**src/rtl/la_spram_req_pkg.sv**
```systemverilog
// Shared constants for the single-port RAM request adapter.
// The RAM read latency and the smallest legal response-buffer depth live here.
package la_spram_req_pkg;

  localparam int unsigned RD_LATENCY = 1;
  localparam int unsigned MIN_DEPTH  = 2;

endpackage

```
**src/rtl/la_spram_req_if.sv**
```systemverilog
// Request/response handshake bundle between a client and la_spram_req.
// The master drives requests and consumes read responses.
interface la_spram_req_if #(
  parameter int unsigned DW = 32,
  parameter int unsigned AW = 10
);

  logic          req_valid;
  logic          req_ready;
  logic          req_we;
  logic [AW-1:0] req_addr;
  logic [DW-1:0] req_wmask;
  logic [DW-1:0] req_wdata;
  logic          rsp_valid;
  logic          rsp_ready;
  logic [DW-1:0] rsp_rdata;

  modport master (
    output req_valid, req_we, req_addr, req_wmask, req_wdata, rsp_ready,
    input  req_ready, rsp_valid, rsp_rdata
  );

  modport slave (
    input  req_valid, req_we, req_addr, req_wmask, req_wdata, rsp_ready,
    output req_ready, rsp_valid, rsp_rdata
  );

endinterface

```
**src/rtl/la_spram_rspfifo.sv**
```systemverilog
// Read-response FIFO of DEPTH entries. DEPTH need not be a power of two,
// so both pointers wrap explicitly from DEPTH-1 back to zero.
module la_spram_rspfifo
  import la_spram_req_pkg::*;
#(
  parameter int unsigned DW    = 32,
  parameter int unsigned DEPTH = 3
) (
  input  logic          clk,
  input  logic          nreset,
  input  logic          push,
  input  logic [DW-1:0] din,
  input  logic          pop,
  output logic [DW-1:0] dout,
  output logic          full,
  output logic          empty
);

  localparam int unsigned PW = (DEPTH > MIN_DEPTH) ? $clog2(DEPTH) : 1;
  localparam int unsigned CW = $clog2(DEPTH + 1);
  localparam logic [PW-1:0] LAST_PTR = PW'(DEPTH - 1);
  localparam logic [CW-1:0] FULL_CNT = CW'(DEPTH);

  logic [DW-1:0] store [DEPTH];
  logic [PW-1:0] wr_ptr;
  logic [PW-1:0] rd_ptr;
  logic [CW-1:0] fill;
  logic [CW-1:0] fill_nxt;

  function automatic logic [PW-1:0] bump(input logic [PW-1:0] p);
    return (p == LAST_PTR) ? '0 : p + PW'(1);
  endfunction

  always_comb begin
    fill_nxt = fill;
    case ({push, pop})
      2'b10:   fill_nxt = fill + CW'(1);
      2'b01:   fill_nxt = fill - CW'(1);
      default: fill_nxt = fill;
    endcase
  end

  always_ff @(posedge clk or negedge nreset) begin
    if (!nreset) begin
      wr_ptr <= '0;
      rd_ptr <= '0;
      fill   <= '0;
    end else begin
      if (push) wr_ptr <= bump(wr_ptr);
      if (pop)  rd_ptr <= bump(rd_ptr);
      fill <= fill_nxt;
    end
  end

  // Storage needs no reset: fill gates visibility of every entry.
  always_ff @(posedge clk) begin
    if (push) store[wr_ptr] <= din;
  end

  assign dout  = store[rd_ptr];
  assign empty = (fill == '0);
  assign full  = (fill == FULL_CNT);

endmodule

```
**src/rtl/la_spram_req.sv**
```systemverilog
// Valid/ready front end for a single-port RAM with 1-cycle read latency.
// Reads are only accepted while a buffer slot is guaranteed for their data.
module la_spram_req
  import la_spram_req_pkg::*;
#(
  parameter int unsigned DW    = 32,
  parameter int unsigned AW    = 10,
  parameter int unsigned DEPTH = 3
) (
  input  logic          clk,
  input  logic          nreset,
  la_spram_req_if.slave bus,
  output logic          mem_ce,
  output logic          mem_we,
  output logic [AW-1:0] mem_addr,
  output logic [DW-1:0] mem_wmask,
  output logic [DW-1:0] mem_din,
  input  logic [DW-1:0] mem_dout
);

  localparam int unsigned CW = $clog2(DEPTH + 1);
  localparam logic [CW-1:0] MAX_CNT = CW'(DEPTH);

  logic [CW-1:0]         count;
  logic [CW-1:0]         count_nxt;
  logic [RD_LATENCY-1:0] inflight;
  logic                  accept;
  logic                  rd_accept;
  logic                  pop;
  logic                  fifo_push;
  logic                  fifo_full;
  logic                  fifo_empty;

  // Ready ignores rsp_ready, so a pop never combinationally enables an accept.
  assign bus.req_ready = nreset & (count < MAX_CNT);
  assign accept        = bus.req_valid & bus.req_ready;
  assign rd_accept     = accept & ~bus.req_we;

  assign mem_ce    = accept;
  assign mem_we    = accept & bus.req_we;
  assign mem_addr  = bus.req_addr;
  assign mem_wmask = accept ? bus.req_wmask : '0;
  assign mem_din   = bus.req_wdata;

  assign fifo_push     = inflight[RD_LATENCY-1];
  assign pop           = bus.rsp_valid & bus.rsp_ready;
  assign bus.rsp_valid = ~fifo_empty;

  // count covers reads in flight and reads buffered, hence bounds the FIFO.
  always_comb begin
    count_nxt = count;
    case ({rd_accept, pop})
      2'b10:   count_nxt = count + CW'(1);
      2'b01:   count_nxt = count - CW'(1);
      default: count_nxt = count;
    endcase
  end

  always_ff @(posedge clk or negedge nreset) begin
    if (!nreset) begin
      count    <= '0;
      inflight <= '0;
    end else begin
      count       <= count_nxt;
      inflight[0] <= rd_accept;
      for (int unsigned i = 1; i < RD_LATENCY; i++) begin
        inflight[i] <= inflight[i-1];
      end
    end
  end

  la_spram_rspfifo #(
    .DW    (DW),
    .DEPTH (DEPTH)
  ) u_rspfifo (
    .clk    (clk),
    .nreset (nreset),
    .push   (fifo_push),
    .din    (mem_dout),
    .pop    (pop),
    .dout   (bus.rsp_rdata),
    .full   (fifo_full),
    .empty  (fifo_empty)
  );

  a_no_overflow : assert property (@(posedge clk) disable iff (!nreset)
    !(fifo_push && fifo_full && !pop));

endmodule

```
**src/flat_wrapper.sv**
```systemverilog
// flat-port wrapper written by rule: the top's interface ports become plain ports
module la_spram_req_flat import la_spram_req_pkg::*;
#(
  parameter int unsigned DW    = 32,
  parameter int unsigned AW    = 10,
  parameter int unsigned DEPTH = 3
)
  (clk, nreset, mem_ce, mem_we, mem_addr, mem_wmask, mem_din, mem_dout, bus_req_valid, bus_req_we, bus_req_addr, bus_req_wmask, bus_req_wdata, bus_rsp_ready, bus_req_ready, bus_rsp_valid, bus_rsp_rdata);
  la_spram_req_if #(.DW(DW), .AW(AW)) bus_i ();
  input  logic clk;
  input  logic nreset;
  output logic mem_ce;
  output logic mem_we;
  output logic [AW-1:0] mem_addr;
  output logic [DW-1:0] mem_wmask;
  output logic [DW-1:0] mem_din;
  input  logic [DW-1:0] mem_dout;
  input wire logic [$bits(bus_i.req_valid)-1:0] bus_req_valid;
  input wire logic [$bits(bus_i.req_we)-1:0] bus_req_we;
  input wire logic [$bits(bus_i.req_addr)-1:0] bus_req_addr;
  input wire logic [$bits(bus_i.req_wmask)-1:0] bus_req_wmask;
  input wire logic [$bits(bus_i.req_wdata)-1:0] bus_req_wdata;
  input wire logic [$bits(bus_i.rsp_ready)-1:0] bus_rsp_ready;
  output wire logic [$bits(bus_i.req_ready)-1:0] bus_req_ready;
  output wire logic [$bits(bus_i.rsp_valid)-1:0] bus_rsp_valid;
  output wire logic [$bits(bus_i.rsp_rdata)-1:0] bus_rsp_rdata;
  assign bus_i.req_valid = bus_req_valid;
  assign bus_i.req_we = bus_req_we;
  assign bus_i.req_addr = bus_req_addr;
  assign bus_i.req_wmask = bus_req_wmask;
  assign bus_i.req_wdata = bus_req_wdata;
  assign bus_i.rsp_ready = bus_rsp_ready;
  assign bus_req_ready = bus_i.req_ready;
  assign bus_rsp_valid = bus_i.rsp_valid;
  assign bus_rsp_rdata = bus_i.rsp_rdata;
  la_spram_req #(.DW(DW), .AW(AW), .DEPTH(DEPTH)) u_core (.clk(clk), .nreset(nreset), .bus(bus_i), .mem_ce(mem_ce), .mem_we(mem_we), .mem_addr(mem_addr), .mem_wmask(mem_wmask), .mem_din(mem_din), .mem_dout(mem_dout));
endmodule
```
**config.mk**
```make
export PLATFORM = sky130hd
export DESIGN_NAME = la_spram_req_flat
export DESIGN_NICKNAME = d
export VERILOG_FILES = /design/src/rtl/la_spram_req_pkg.sv /design/src/rtl/la_spram_req_if.sv /design/src/rtl/la_spram_rspfifo.sv /design/src/rtl/la_spram_req.sv /design/src/flat_wrapper.sv
export SDC_FILE = /design/constraint.sdc
export NUM_CORES = 1
export LEC_CHECK = 0
export BUFFER_PORTS_ARGS = -buffer_cell sky130_fd_sc_hd__buf_2
export CAP_MARGIN = 40
export CORE_MARGIN = 2
export CORE_UTILIZATION = 46
export CTS_CLUSTER_DIAMETER = 50
export DETAILED_ROUTE_END_ITERATION = 8
export HOLD_SLACK_MARGIN = 0.08
export PLACE_DENSITY = 0.9
export SLEW_MARGIN = 0
export SYNTH_ARGS = -nofsm -noshare
export SYNTH_HDL_FRONTEND = slang
export SYNTH_SLANG_ARGS = --single-unit
export TNS_END_PERCENT = 1
```
**constraint.sdc**
```tcl
create_clock -name clk -period 3.8 [get_ports clk]
set_input_delay 0 -clock clk [delete_from_list [all_inputs] [get_ports clk]]
set_output_delay 0 -clock clk [all_outputs]
set_load 0.01 [all_outputs]
```
==> key figures <==
STA
  – Max-slew headroom: 0.639
  – # setup viols final: 0
  – Max Clk Rate: 0.563 GHz
  – Worst slew pin tran: 0.540 ns
  – Minimum clock period: 1.78 ns
  – Final Hold Fails: 0
  – Final Skew: 0.0163 ns
  – Min setup slack post-route: 2.02 ns
  – Crit share post-route: 0.467
  – Setup Total Neg Slack: 0 ns
  – Unrepaired setup endpoints after global routing: no
  – Fin. max-slew vios: 0

Drt
  – Vias: 3002
  – DRT Wirelength: 9.85 mm
  – Post-route ant nets: 0
  – Initial DRC Count: 96
  – DRC viols: 0
  – Drt pass-1 iters: 4
  – Via/cell ratio: 4.74
  – Post-DR wirelength/cell: 15.5 um

GRT
  – GR peak layer: met2
  – GR Util met1: 0.182
  – GRT overflow: 0
  – Initial antenna violation count: 0
  – Met3 Use GR: 0.0441
  – First-pass GRT wire length: 15.1 mm
  – Met2 Usage GRT: 0.341
  – Total track usage: 0.178
  – Vias in the first global route: 3054
  – Largest net degree at the start of global routing: 44

Finish
  – NumNets Final: 609
  – Share of cells above drive strength 1: 0.373
  – Seq. cell area: 3110 sq um
  – Fill cell count: 758
  – Diodes inserted: 0
  – Commonest non-fill, non-tap cells in the layout: buf_2 (136), edfxtp_1 (96), dlygate4sd3_1 (78)
  – Layout area overhead: 33.8%
  – Commonest non-fill, non-tap cell in the layout: buf_2
  – Area of the multi-input gates: 1070 sq um

Worst setup path
  – Crit end category: output port
  – Crit path DAT: 1.78 ns
  – Worst R2R Setup Slack: 2.06 ns
  – Slowest CP cell: dfrtp_2
  – Critical Path RT: 3.80 ns
  – CP max stage delay: 0.63 ns
  – Crit Path Max Fanout: 23
  – Crit path cell chain: buf_12 > mux2i_1 > o21ai_0 > buf_2
  – CP startpoint kind: flip-flop
  – Critical path class: flip-flop to output port

CTS
  – Clock buffer depth: 2
  – Worst-path clk slew: 0.10 ns
  – H-tree lvl count: 3
  – CTS buffer count: 9
  – Number of clock sinks: 105
  – TritonCTS clock tree: done
  – CTS resizes: 0
  – Clock latency on the worst-skew pair: 0.36 ns
  – Root Buffer: clkbuf_8

Yosys
  – Yosys Warn Count: 0
  – Register bit total from synthesis: 105
  – Fraction of the mapped netlist area in adder cells: 0.00546
  – Syn Nets: 434
  – Post-Syn Area per Cell: 14.3 sq um
  – Cell variety after synth: 23
  – Xor/xnor share of the synthesized area: 0.0115
  – Synth Instances: 321
  – Synthesized area: 4580 sq um
  – Main combinational cell family by area after synthesis: simple AND/OR/NAND/NOR gates
  – Compound-gate portion of the synthesized area: 0.0420
  – Post-synthesis mux area share: 0.0699
  – Simple-gate portion of the synthesized area: 0.100
  – Seq/Total Area, Yosys: 0.678

Placement
  – Buffers on Ports: 136
  – Place WS: 1.59 ns
  – DP HPWL: 6.25 mm
  – Final GP Congestion: 0.795

Floorplanning
  – Std cell rows: 36
  – Core area: 9730 sq um
  – Initial Util: 0.471
  – Ports: 221
  – Die height: 104 um
  – Die ar.: 10800 sq um
  – Die width: 104 um

Hold path
  – Worst Hold Class: input pin to flip-flop

Power and ir drop
  – Peak supply drop: 325 uV
  – Lkg Pwr: 2.51 nW
  – P per Cell Area: 520 nW/um^2
  – Tot Pwr: 3.19 mW

Run
  – Max Cap Viol: 0

Outcome
  – Status: completed
==> layout make-up <==
class / instances / area share
clock buffer: 10 / 0.0208
clock inverter: 6 / 0.0124
inverter: 2 / 0.00122
multi-input combinational: 157 / 0.174
sequential: 105 / 0.507
tap: 133 / 0.0271
timing repair buffer: 221 / 0.257
==> power by group <==
group	switching [mW]	internal [mW]
logic	0.533	0.493
registers	0.108	1.37
clock network	0.375	0.316
total	1.02	2.18
==> cell usage after synthesis <==
master     n  area, sq um
nand2b_1   1         6.26
inv_1      2         7.51
xnor2_1    4         35.0
xor2_1     2         17.5
and3_1     1         6.26
nor3_1     2         10.0
nor2b_1    1         6.26
and2_4    23          201
nor2_1     3         11.3
o21ai_0   34          170
buf_4     46          345
mux2i_1   32          320
a21o_1     3         22.5
ha_1       2         25.0
clkbuf_1   5         18.8
or2_2      1         6.26
nor3b_1    1         7.51
nand2_1   36          135
dfrtp_1    9          225
buf_2      2         10.0
edfxtp_1  96         2880
and2_1    11         68.8
buf_6      4         45.0
==> worst paths after layout <==
| check | startpoint | end | cells after the start |
|---|---|---|---|
| setup / recovery | u_core.u_rspfifo.rd_ptr[0] | bus_rsp_rdata[18] | 4 |
| hold / removal | bus_req_valid | u_core.fifo_push | 3 |
| setup reg to reg | u_core.u_rspfifo.fill[0] | u_core.count[1] | 5 |
| hold reg to reg | u_core.count[1] | u_core.count[1] | 1 |
| max in group asynchronous | nreset | u_core.u_rspfifo.rd_ptr[1] | 3 |
| min in group asynchronous | nreset | u_core.count[0] | 3 |
==> cell families after synthesis <==
family	after synthesis
and+or+nand+nor	80
xor gates and xnor gates	6
buffers and inverters	59
muxes	32
AOI/OAI and AO/OA	37
adders and majority gates	2
DFF	105
==> critical path, delay by kind of cell, from the launching register on <==
| kind | cells | cell delay (ns) |
|---|---|---|
| mux | 1 | 0.09 |
| flops | 1 | 0.63 |
| compound gates | 1 | 0.23 |
| buf+inv | 2 | 0.45 |
==> stage by stage <==
step,util,std cells,hold slack (ns),area (sq um)
3_3_place_gp,0.520,535,-0.140,5060
3_5_place_dp,0.528,539,-0.130,5130
6_report,0.631,634,0.183,6130
2_1_floorplan,-,321,-0.296,4580
5_1_grt,0.631,634,0.179,6130
4_1_cts,0.629,633,0.282,6120
==> registers in the layout, indices dropped and copies added (netlist names) <==
register and flops:
u_core.u_rspfifo.wr_ptr 2, u_core.fifo_push 1, u_core.u_rspfifo.fill 2, u_core.count 2, u_core.u_rspfifo.store 96, u_core.u_rspfifo.rd_ptr 2
==> metal layers <==
layer / wire, um / part of all wire
met5: 0 / 0
met4: 225 / 0.023
met3: 651 / 0.066
met2: 5400 / 0.55
met1: 3580 / 0.36
==> repair_timing <==
item | CTS | global route
hold endpoints to repair | 150 | 0
hold buffers | 78 | 0
buffers inserted | 0 | 0
Note: power is estimated with default switching activity, not from simulation.
